--- src/rtl/cpu_boot_loader_if.sv ---
// Stream and memory-port bundle for cpu_boot_loader.
//   s_valid/s_ready/s_data      : command/data word stream into the loader
//   addr_ext..rdata_ext         : instruction-memory external port
//   addr_ext_2..rdata_ext_2     : data-memory external port
// Modports: master = loader side, slave = environment (stream source + memories).
interface cpu_boot_loader_if;
  logic        s_valid;
  logic        s_ready;
  logic [31:0] s_data;

  logic [31:0] addr_ext;
  logic        wen_ext;
  logic        ren_ext;
  logic [31:0] wdata_ext;
  logic [31:0] rdata_ext;

  logic [31:0] addr_ext_2;
  logic        wen_ext_2;
  logic        ren_ext_2;
  logic [31:0] wdata_ext_2;
  logic [31:0] rdata_ext_2;

  modport master (
    input  s_valid, s_data, rdata_ext, rdata_ext_2,
    output s_ready, addr_ext, wen_ext, ren_ext, wdata_ext,
    output addr_ext_2, wen_ext_2, ren_ext_2, wdata_ext_2
  );

  modport slave (
    output s_valid, s_data, rdata_ext, rdata_ext_2,
    input  s_ready, addr_ext, wen_ext, ren_ext, wdata_ext,
    input  addr_ext_2, wen_ext_2, ren_ext_2, wdata_ext_2
  );
endinterface

--- src/rtl/cpu_boot_loader.sv ---
// Boot/program-load controller in front of the cpu top. Takes header/base/data words
// from a valid/ready stream, writes IMEM or DMEM through the external memory ports
// and drives cpu_enable for run/halt. All outputs are registered.
// Ports:
//   clk, arst   : clock, asynchronous active-high reset
//   bus         : cpu_boot_loader_if.master (stream in, both memory ports out)
//   cpu_enable  : drives cpu.enable
//   busy        : high outside IDLE and RUN
//   error       : sticky error, cleared only by arst
// Optional feature macro: CPU_BOOT_LOADER_READBACK_EN (read back and compare each
// written word; mismatch goes to ERROR).
module cpu_boot_loader #(
  parameter int unsigned IMEM_DEPTH = 512,
  parameter int unsigned DMEM_DEPTH = 1024
) (
  input  logic              clk,
  input  logic              arst,
  cpu_boot_loader_if.master bus,
  output logic              cpu_enable,
  output logic              busy,
  output logic              error
);

`ifdef CPU_BOOT_LOADER_READBACK_EN
  typedef enum logic [2:0] {StIdle, StAddr, StData, StRun, StError, StVerify1, StVerify2} state_e;
`else
  typedef enum logic [2:0] {StIdle, StAddr, StData, StRun, StError} state_e;
`endif

  localparam logic [16:0] ImemDepth = 17'(IMEM_DEPTH);
  localparam logic [16:0] DmemDepth = 17'(DMEM_DEPTH);

  state_e      state_q, state_d;
  logic        tgt_dmem_q;
  logic [15:0] remain_q;
  logic [16:0] idx_q;

  logic        s_ready_q;
  logic [31:0] addr_q, wdata_q, addr2_q, wdata2_q;
  logic        wen_q, wen2_q;
  logic        cpu_enable_q, busy_q, error_q;

  logic        hs;
  logic [1:0]  cmd;
  logic [15:0] hdr_n;
  logic [16:0] depth, end_idx;
  logic        range_bad;

  assign hs      = bus.s_valid & s_ready_q;
  assign cmd     = bus.s_data[31:30];
  assign hdr_n   = bus.s_data[15:0];
  assign depth   = tgt_dmem_q ? DmemDepth : ImemDepth;
  // 17-bit sum cannot wrap; a base with bits above 15 set can never fit either memory.
  assign end_idx   = {1'b0, bus.s_data[15:0]} + {1'b0, remain_q};
  assign range_bad = (|bus.s_data[31:16]) | (end_idx > depth);

`ifdef CPU_BOOT_LOADER_READBACK_EN
  logic        ren_q, ren2_q;
  logic        rb_mismatch;
  assign rb_mismatch = tgt_dmem_q ? (bus.rdata_ext_2 != wdata2_q) : (bus.rdata_ext != wdata_q);
  assign bus.ren_ext   = ren_q;
  assign bus.ren_ext_2 = ren2_q;
`else
  logic unused_rdata;
  assign unused_rdata  = ^{bus.rdata_ext, bus.rdata_ext_2};
  assign bus.ren_ext   = 1'b0;
  assign bus.ren_ext_2 = 1'b0;
`endif

  always_comb begin
    state_d = state_q;
    case (state_q)
      StIdle: begin
        if (hs) begin
          if (!cmd[1] && (hdr_n != 16'd0)) state_d = StAddr;
          else if (cmd == 2'b11)           state_d = StRun;
        end
      end
      StAddr: if (hs) state_d = range_bad ? StError : StData;
      StData: begin
        if (hs) begin
`ifdef CPU_BOOT_LOADER_READBACK_EN
          state_d = StVerify1;
`else
          if (remain_q == 16'd1) state_d = StIdle;
`endif
        end
      end
`ifdef CPU_BOOT_LOADER_READBACK_EN
      StVerify1: state_d = StVerify2;
      // remain_q was already decremented at the data handshake
      StVerify2: state_d = rb_mismatch ? StError : ((remain_q == 16'd0) ? StIdle : StData);
`endif
      StRun: begin
        if (hs) begin
          if (!cmd[1])           state_d = StError;
          else if (cmd == 2'b10) state_d = StIdle;
        end
      end
      StError: state_d = StError;
      default: state_d = StIdle;
    endcase
  end

  always_ff @(posedge clk or posedge arst) begin
    if (arst) begin
      state_q      <= StIdle;
      tgt_dmem_q   <= 1'b0;
      remain_q     <= 16'd0;
      idx_q        <= 17'd0;
      s_ready_q    <= 1'b0;
      addr_q       <= 32'd0;
      wdata_q      <= 32'd0;
      wen_q        <= 1'b0;
      addr2_q      <= 32'd0;
      wdata2_q     <= 32'd0;
      wen2_q       <= 1'b0;
      cpu_enable_q <= 1'b0;
      busy_q       <= 1'b0;
      error_q      <= 1'b0;
`ifdef CPU_BOOT_LOADER_READBACK_EN
      ren_q        <= 1'b0;
      ren2_q       <= 1'b0;
`endif
    end else begin
      state_q      <= state_d;
      cpu_enable_q <= (state_d == StRun);
      busy_q       <= (state_d != StIdle) && (state_d != StRun);
      error_q      <= (state_d == StError);
      wen_q        <= 1'b0;
      wen2_q       <= 1'b0;
`ifdef CPU_BOOT_LOADER_READBACK_EN
      s_ready_q    <= (state_d != StVerify1) && (state_d != StVerify2);
      ren_q        <= 1'b0;
      ren2_q       <= 1'b0;
`else
      s_ready_q    <= 1'b1;
`endif
      case (state_q)
        StIdle: begin
          if (hs && !cmd[1] && (hdr_n != 16'd0)) begin
            tgt_dmem_q <= cmd[0];
            remain_q   <= hdr_n;
          end
        end
        StAddr: if (hs) idx_q <= {1'b0, bus.s_data[15:0]};
        StData: begin
          if (hs) begin
            if (tgt_dmem_q) begin
              addr2_q  <= {15'd0, idx_q};
              wdata2_q <= bus.s_data;
              wen2_q   <= 1'b1;
            end else begin
              addr_q  <= {15'd0, idx_q};
              wdata_q <= bus.s_data;
              wen_q   <= 1'b1;
            end
            idx_q    <= idx_q + 17'd1;
            remain_q <= remain_q - 16'd1;
          end
        end
`ifdef CPU_BOOT_LOADER_READBACK_EN
        // Address register still holds the index just written.
        StVerify1: begin
          if (tgt_dmem_q) ren2_q <= 1'b1;
          else            ren_q  <= 1'b1;
        end
`endif
        default: ;
      endcase
    end
  end

  assign bus.s_ready     = s_ready_q;
  assign bus.addr_ext    = addr_q;
  assign bus.wen_ext     = wen_q;
  assign bus.wdata_ext   = wdata_q;
  assign bus.addr_ext_2  = addr2_q;
  assign bus.wen_ext_2   = wen2_q;
  assign bus.wdata_ext_2 = wdata2_q;
  assign cpu_enable      = cpu_enable_q;
  assign busy            = busy_q;
  assign error           = error_q;

endmodule
--- src/flat_wrapper.sv ---
// flat-port wrapper written by rule: the top's interface ports become plain ports
module cpu_boot_loader_flat 
#(
  parameter int unsigned IMEM_DEPTH = 512,
  parameter int unsigned DMEM_DEPTH = 1024
)
  (clk, arst, cpu_enable, busy, error, bus_s_valid, bus_s_data, bus_rdata_ext, bus_rdata_ext_2, bus_s_ready, bus_addr_ext, bus_wen_ext, bus_ren_ext, bus_wdata_ext, bus_addr_ext_2, bus_wen_ext_2, bus_ren_ext_2, bus_wdata_ext_2);
  cpu_boot_loader_if bus_i ();
  input  logic clk;
  input  logic arst;
  output logic cpu_enable;
  output logic busy;
  output logic error;
  input wire logic [$bits(bus_i.s_valid)-1:0] bus_s_valid;
  input wire logic [$bits(bus_i.s_data)-1:0] bus_s_data;
  input wire logic [$bits(bus_i.rdata_ext)-1:0] bus_rdata_ext;
  input wire logic [$bits(bus_i.rdata_ext_2)-1:0] bus_rdata_ext_2;
  output wire logic [$bits(bus_i.s_ready)-1:0] bus_s_ready;
  output wire logic [$bits(bus_i.addr_ext)-1:0] bus_addr_ext;
  output wire logic [$bits(bus_i.wen_ext)-1:0] bus_wen_ext;
  output wire logic [$bits(bus_i.ren_ext)-1:0] bus_ren_ext;
  output wire logic [$bits(bus_i.wdata_ext)-1:0] bus_wdata_ext;
  output wire logic [$bits(bus_i.addr_ext_2)-1:0] bus_addr_ext_2;
  output wire logic [$bits(bus_i.wen_ext_2)-1:0] bus_wen_ext_2;
  output wire logic [$bits(bus_i.ren_ext_2)-1:0] bus_ren_ext_2;
  output wire logic [$bits(bus_i.wdata_ext_2)-1:0] bus_wdata_ext_2;
  assign bus_i.s_valid = bus_s_valid;
  assign bus_i.s_data = bus_s_data;
  assign bus_i.rdata_ext = bus_rdata_ext;
  assign bus_i.rdata_ext_2 = bus_rdata_ext_2;
  assign bus_s_ready = bus_i.s_ready;
  assign bus_addr_ext = bus_i.addr_ext;
  assign bus_wen_ext = bus_i.wen_ext;
  assign bus_ren_ext = bus_i.ren_ext;
  assign bus_wdata_ext = bus_i.wdata_ext;
  assign bus_addr_ext_2 = bus_i.addr_ext_2;
  assign bus_wen_ext_2 = bus_i.wen_ext_2;
  assign bus_ren_ext_2 = bus_i.ren_ext_2;
  assign bus_wdata_ext_2 = bus_i.wdata_ext_2;
  cpu_boot_loader #(.IMEM_DEPTH(IMEM_DEPTH), .DMEM_DEPTH(DMEM_DEPTH)) u_core (.clk(clk), .arst(arst), .bus(bus_i), .cpu_enable(cpu_enable), .busy(busy), .error(error));
endmodule
--- config.mk ---
export PLATFORM = sky130hd
export DESIGN_NAME = cpu_boot_loader_flat
export DESIGN_NICKNAME = d
export VERILOG_FILES = /design/src/rtl/cpu_boot_loader_if.sv /design/src/rtl/cpu_boot_loader.sv /design/src/flat_wrapper.sv
export SDC_FILE = /design/constraint.sdc
export NUM_CORES = 1
export LEC_CHECK = 0
export ABC_AREA = 1
export CAP_MARGIN = 20
export CORE_ASPECT_RATIO = 0.9
export CORE_UTILIZATION = 50
export DETAILED_ROUTE_END_ITERATION = 12
export PLACE_DENSITY = 0.85
export SLEW_MARGIN = 20
export SYNTH_ARGS = -nofsm -noshare
export SYNTH_HDL_FRONTEND = slang
export SYNTH_SLANG_ARGS = --single-unit
export TNS_END_PERCENT = 100
--- constraint.sdc ---
create_clock -name clk -period 11.35 [get_ports clk]
set_input_delay 3.405 -clock clk [delete_from_list [all_inputs] [get_ports clk]]
set_output_delay 3.405 -clock clk [all_outputs]
set_load 0.005 [all_outputs]
==> results.md <==
* Run status: finished clean
* Longest Clk Path Bufs at 2
* Max incr delay on CP at 480 ps
* Relative slew slack at 0.4032
* CP max stage cell: clkdlybuf4s50_1
* Crit. End Element: flop
* Post-Synth Adder-Cell Area at 0.03734
* Fin cells at about 1300
* TritonCTS Buffers at 17
* WL/cell at 14.09 um
* Post-Place Cells at 1258
* H-tree depth at 4
* 1st-iter DRT viols at 539
* Largest family of logic cells by synthesized area: simple AND/OR/NAND/NOR gates
* Unique masters post-synth at 41
* Mean post-synth cell area at 7.979 um^2
* Crit path required time at 11650 ps
* Yosys warns at 0
* Synthesized area at 7572 um^2
* Setup crit start kind: input port
* Synth Area in Simple Gates at 0.2343
* Most frequent CP cell: nand2_1
* Clock sinks at 141
* Core area at 14770 um^2
* Placer Congestion at 0.9178
* Die Ht at roughly 120 um
* Fill cell total of the finished layout at 1199
* Clock transition at path regs at 60 ps
* Maximum VDD drop at 0.0001309 V
* Port bufs at 138
* Vias in the first global route at 6287
* Post-route ant nets at 0
* Critical-path maximum fanout at 3
* Compound-cell area share of the yosys netlist at 0.1381
* Vias at about 6700
* F_max at 0.1602 GHz
* Share of cells above drive strength 1 at 0.08616
* Cell count after synthesis at 949
* Clk Latency, worst-skew pair at around 420 ps
* Die ar. at 15640 um^2
* Most common cell after layout, fill and taps aside: nand2_1
* DRT Pass-1 Iters at 5
* Clock root cell: clkbuf_16
* RSZ-0062 raised after global routing: false
* Initial Util at 0.5128
* Avg Vias per Cell at 5.167
* Critical-path cell list: clkdlybuf4s50_1 > ha_1 > fa_1 > nand2_1 > nand2_1 > nand3_2 > nand2_2 > a21oi_1 > xnor2_1 > ha_1 > nand2_1 > nor3_1 > nand3_1 > nor3_1 > nand3_1 > nand2_1 > nand3_1 > a21oi_2 > nand2_1
* Worst min path class: flop to flop
* Synth-to-layout area growth at 26.42%
* Post-CTS Setup Inserts at 0
* Hold-fix buffers, CTS at 0
* Leak at between 4 and 5 nW
* # diodes at 0
* Crit share post-route at 0.5500
* DRC viols at 0
* DP Worst Slack at between 4000 and 5000 ps
* Final WL at 18.16 mm
* Worst Tran Pin Value at 895.2 ps
* Fin. Hold Viols at 0
* Sequential share of the synthesized area at 0.4660
* Row count at 42
* Hpwl dp at 12.97 mm
* Commonest cells after routing, fill and taps aside: nand2_1 (233), dfrtp_1 (141), clkdlybuf4s50_1 (138)
* Fin. max-slew vios at 0
* Total grt overflow at 0
* Largest net degree at the start of global routing at ~100
* Kind of critical path: input port to flop
* Post-synthesis xor/xnor area fraction at 0.01272
* # IOs at 235
* GRT Util Overall at 0.2452
* Setup WS post-layout at 5107 ps
* WP data arrival at 6540 ps
* Initial antenna violation count at 0
* Post-cts sizing count at 0
* # setup viols final at 0
* Final worst clock skew at 8.243 ps
* CTS tree: built
* Nets at between 1000 and 1500
* Max-cap violations at 0
* Min Tclk post-route at around 6200 ps
* Pwr dens at 269.1 nW/um^2
* Mux contribution to synthesized area at 0
* Die width at 131.7 um
* Flops & latches, synth at 141
* Final setup TNS at 0 ps
* First-pass GRT wire length at approximately 30 mm
[where the power goes]
part | switching (W) | internal (W) | total (W) | leakage [nW]
clock network | 0.000208 | 0.000367 | 0.000575 | 0.301
logic | 0.000580 | 0.000544 | 0.00112 | 2.50
registers | 0.000159 | 0.000720 | 0.000878 | 1.81
total | 0.000946 | 0.00163 | 0.00258 | 4.61
[sequential cells by signal, summed over array words and instances (netlist names), 3 cells and up]
signal and flops:
u_core.bus.addr_ext 17, u_core.bus.addr_ext_2 17, u_core.bus.wdata_ext 32, u_core.bus.wdata_ext_2 32
u_core.idx_q 17, u_core.remain_q 16, u_core.state_q 3
[cell type report]
| type | instances | area [um^2] | share of cell area |
|---|---|---|---|
| sequential | 141 | 3528 | 0.3686 |
| multi-input combinational | 659 | 3323 | 0.3471 |
| timing repair buffer | 141 | 1404 | 0.1466 |
| clock buffer | 21 | 480.5 | 0.05019 |
| inverter | 119 | 451.7 | 0.04718 |
| tap | 198 | 247.7 | 0.02588 |
| clock inverter | 10 | 137.6 | 0.01438 |
[final timing paths]
| check | endpoint | startpoint | slack, ps | cells after the start |
|---|---|---|---|---|
| setup reg to reg | u_core.busy$_DFF_PP0_ | u_core.remain_q[0]$_DFFE_PP0P_ | 8180 | 18 |
| hold / removal | u_core.bus.wdata_ext_2[30]$_DFFE_PP0P_ | u_core.bus.wdata_ext_2[30]$_DFFE_PP0P_ | 480 | 2 |
| max in group asynchronous | u_core.bus.addr_ext_2[12]$_DFFE_PP0P_ | arst | 6570 | 3 |
| min in group asynchronous | u_core.bus.addr_ext_2[1]$_DFFE_PP0P_ | arst | 3490 | 2 |
| hold reg to reg | u_core.bus.wdata_ext_2[30]$_DFFE_PP0P_ | u_core.bus.wdata_ext_2[30]$_DFFE_PP0P_ | 480 | 2 |
| setup / recovery | u_core.busy$_DFF_PP0_ | bus_s_data[0] | 5110 | 19 |
[cells by family (layout without fill, tap and decap cells)]
kind of cell / Yosys count / after routing
fa+ha+maj: 22 / 22
flops: 141 / 141
buf+inv: 180 / 291
compound gates: 195 / 195
xor+xnor: 11 / 11
other cells: 2 / 33
simple gates: 398 / 398
[critical path, delay by kind of cell]
family	cells	cell delay, ps
fa+ha+maj	3	990
buf+inv	1	480
xor+xnor	1	90
compound gates	2	360
simple gates	12	1220
[Yosys cell counts, drive strengths merged]
| cell | count | area (um^2) |
|---|---|---|
| nor2 | 80 | 377.9 |
| nand4 | 11 | 68.82 |
| or2 | 2 | 15.02 |
| xor2 | 7 | 61.31 |
| ha | 21 | 262.8 |
| o21bai | 2 | 15.01 |
| clkinv | 1 | 3.750 |
| a21o | 1 | 7.510 |
| dfrtp | 141 | 3528 |
| o21a | 1 | 7.510 |
| nor4 | 5 | 31.28 |
| o31ai | 3 | 22.52 |
| nor3 | 7 | 40.04 |
| a21boi | 2 | 15.02 |
| conb | 2 | 7.510 |
| a22oi | 2 | 15.01 |
| a21oi | 28 | 151.4 |
| nand2 | 244 | 948.4 |
| nand3b | 1 | 7.510 |
| clkbuf | 16 | 60.06 |
| nand3 | 48 | 285.3 |
| o21ai | 134 | 674.4 |
| fa | 1 | 20.02 |
| xnor2 | 4 | 35.03 |
| buf | 45 | 330.3 |
| inv | 118 | 442.9 |
| a31oi | 22 | 137.6 |
[routing by layer]
layer / global-route usage / wire, um / vias up
met5: 0 / 0 / -
met4: 0.1083 / 535 / 0
met3: 0.04462 / 847 / 49
met2: 0.3896 / 8470 / 209
met1: 0.3283 / 8309 / 3136
li1: - / - / 3266
[metrics by stage]
stage | utilization | power, W | instance area [um^2] | hold slack (ps)
floorplan | - | 0.001506 | 7689 | 473.2
finish | 0.6483 | 0.002577 | 9573 | 481.3
detailed placement | 0.6064 | 0.001996 | 8955 | 472.9
CTS | 0.6483 | 0.002583 | 9573 | 486.9
global placement | 0.6064 | 0.001949 | 8955 | 465.5
global route | 0.6483 | 0.002775 | 9573 | 509.6
Power figures use the tool's default switching activity.
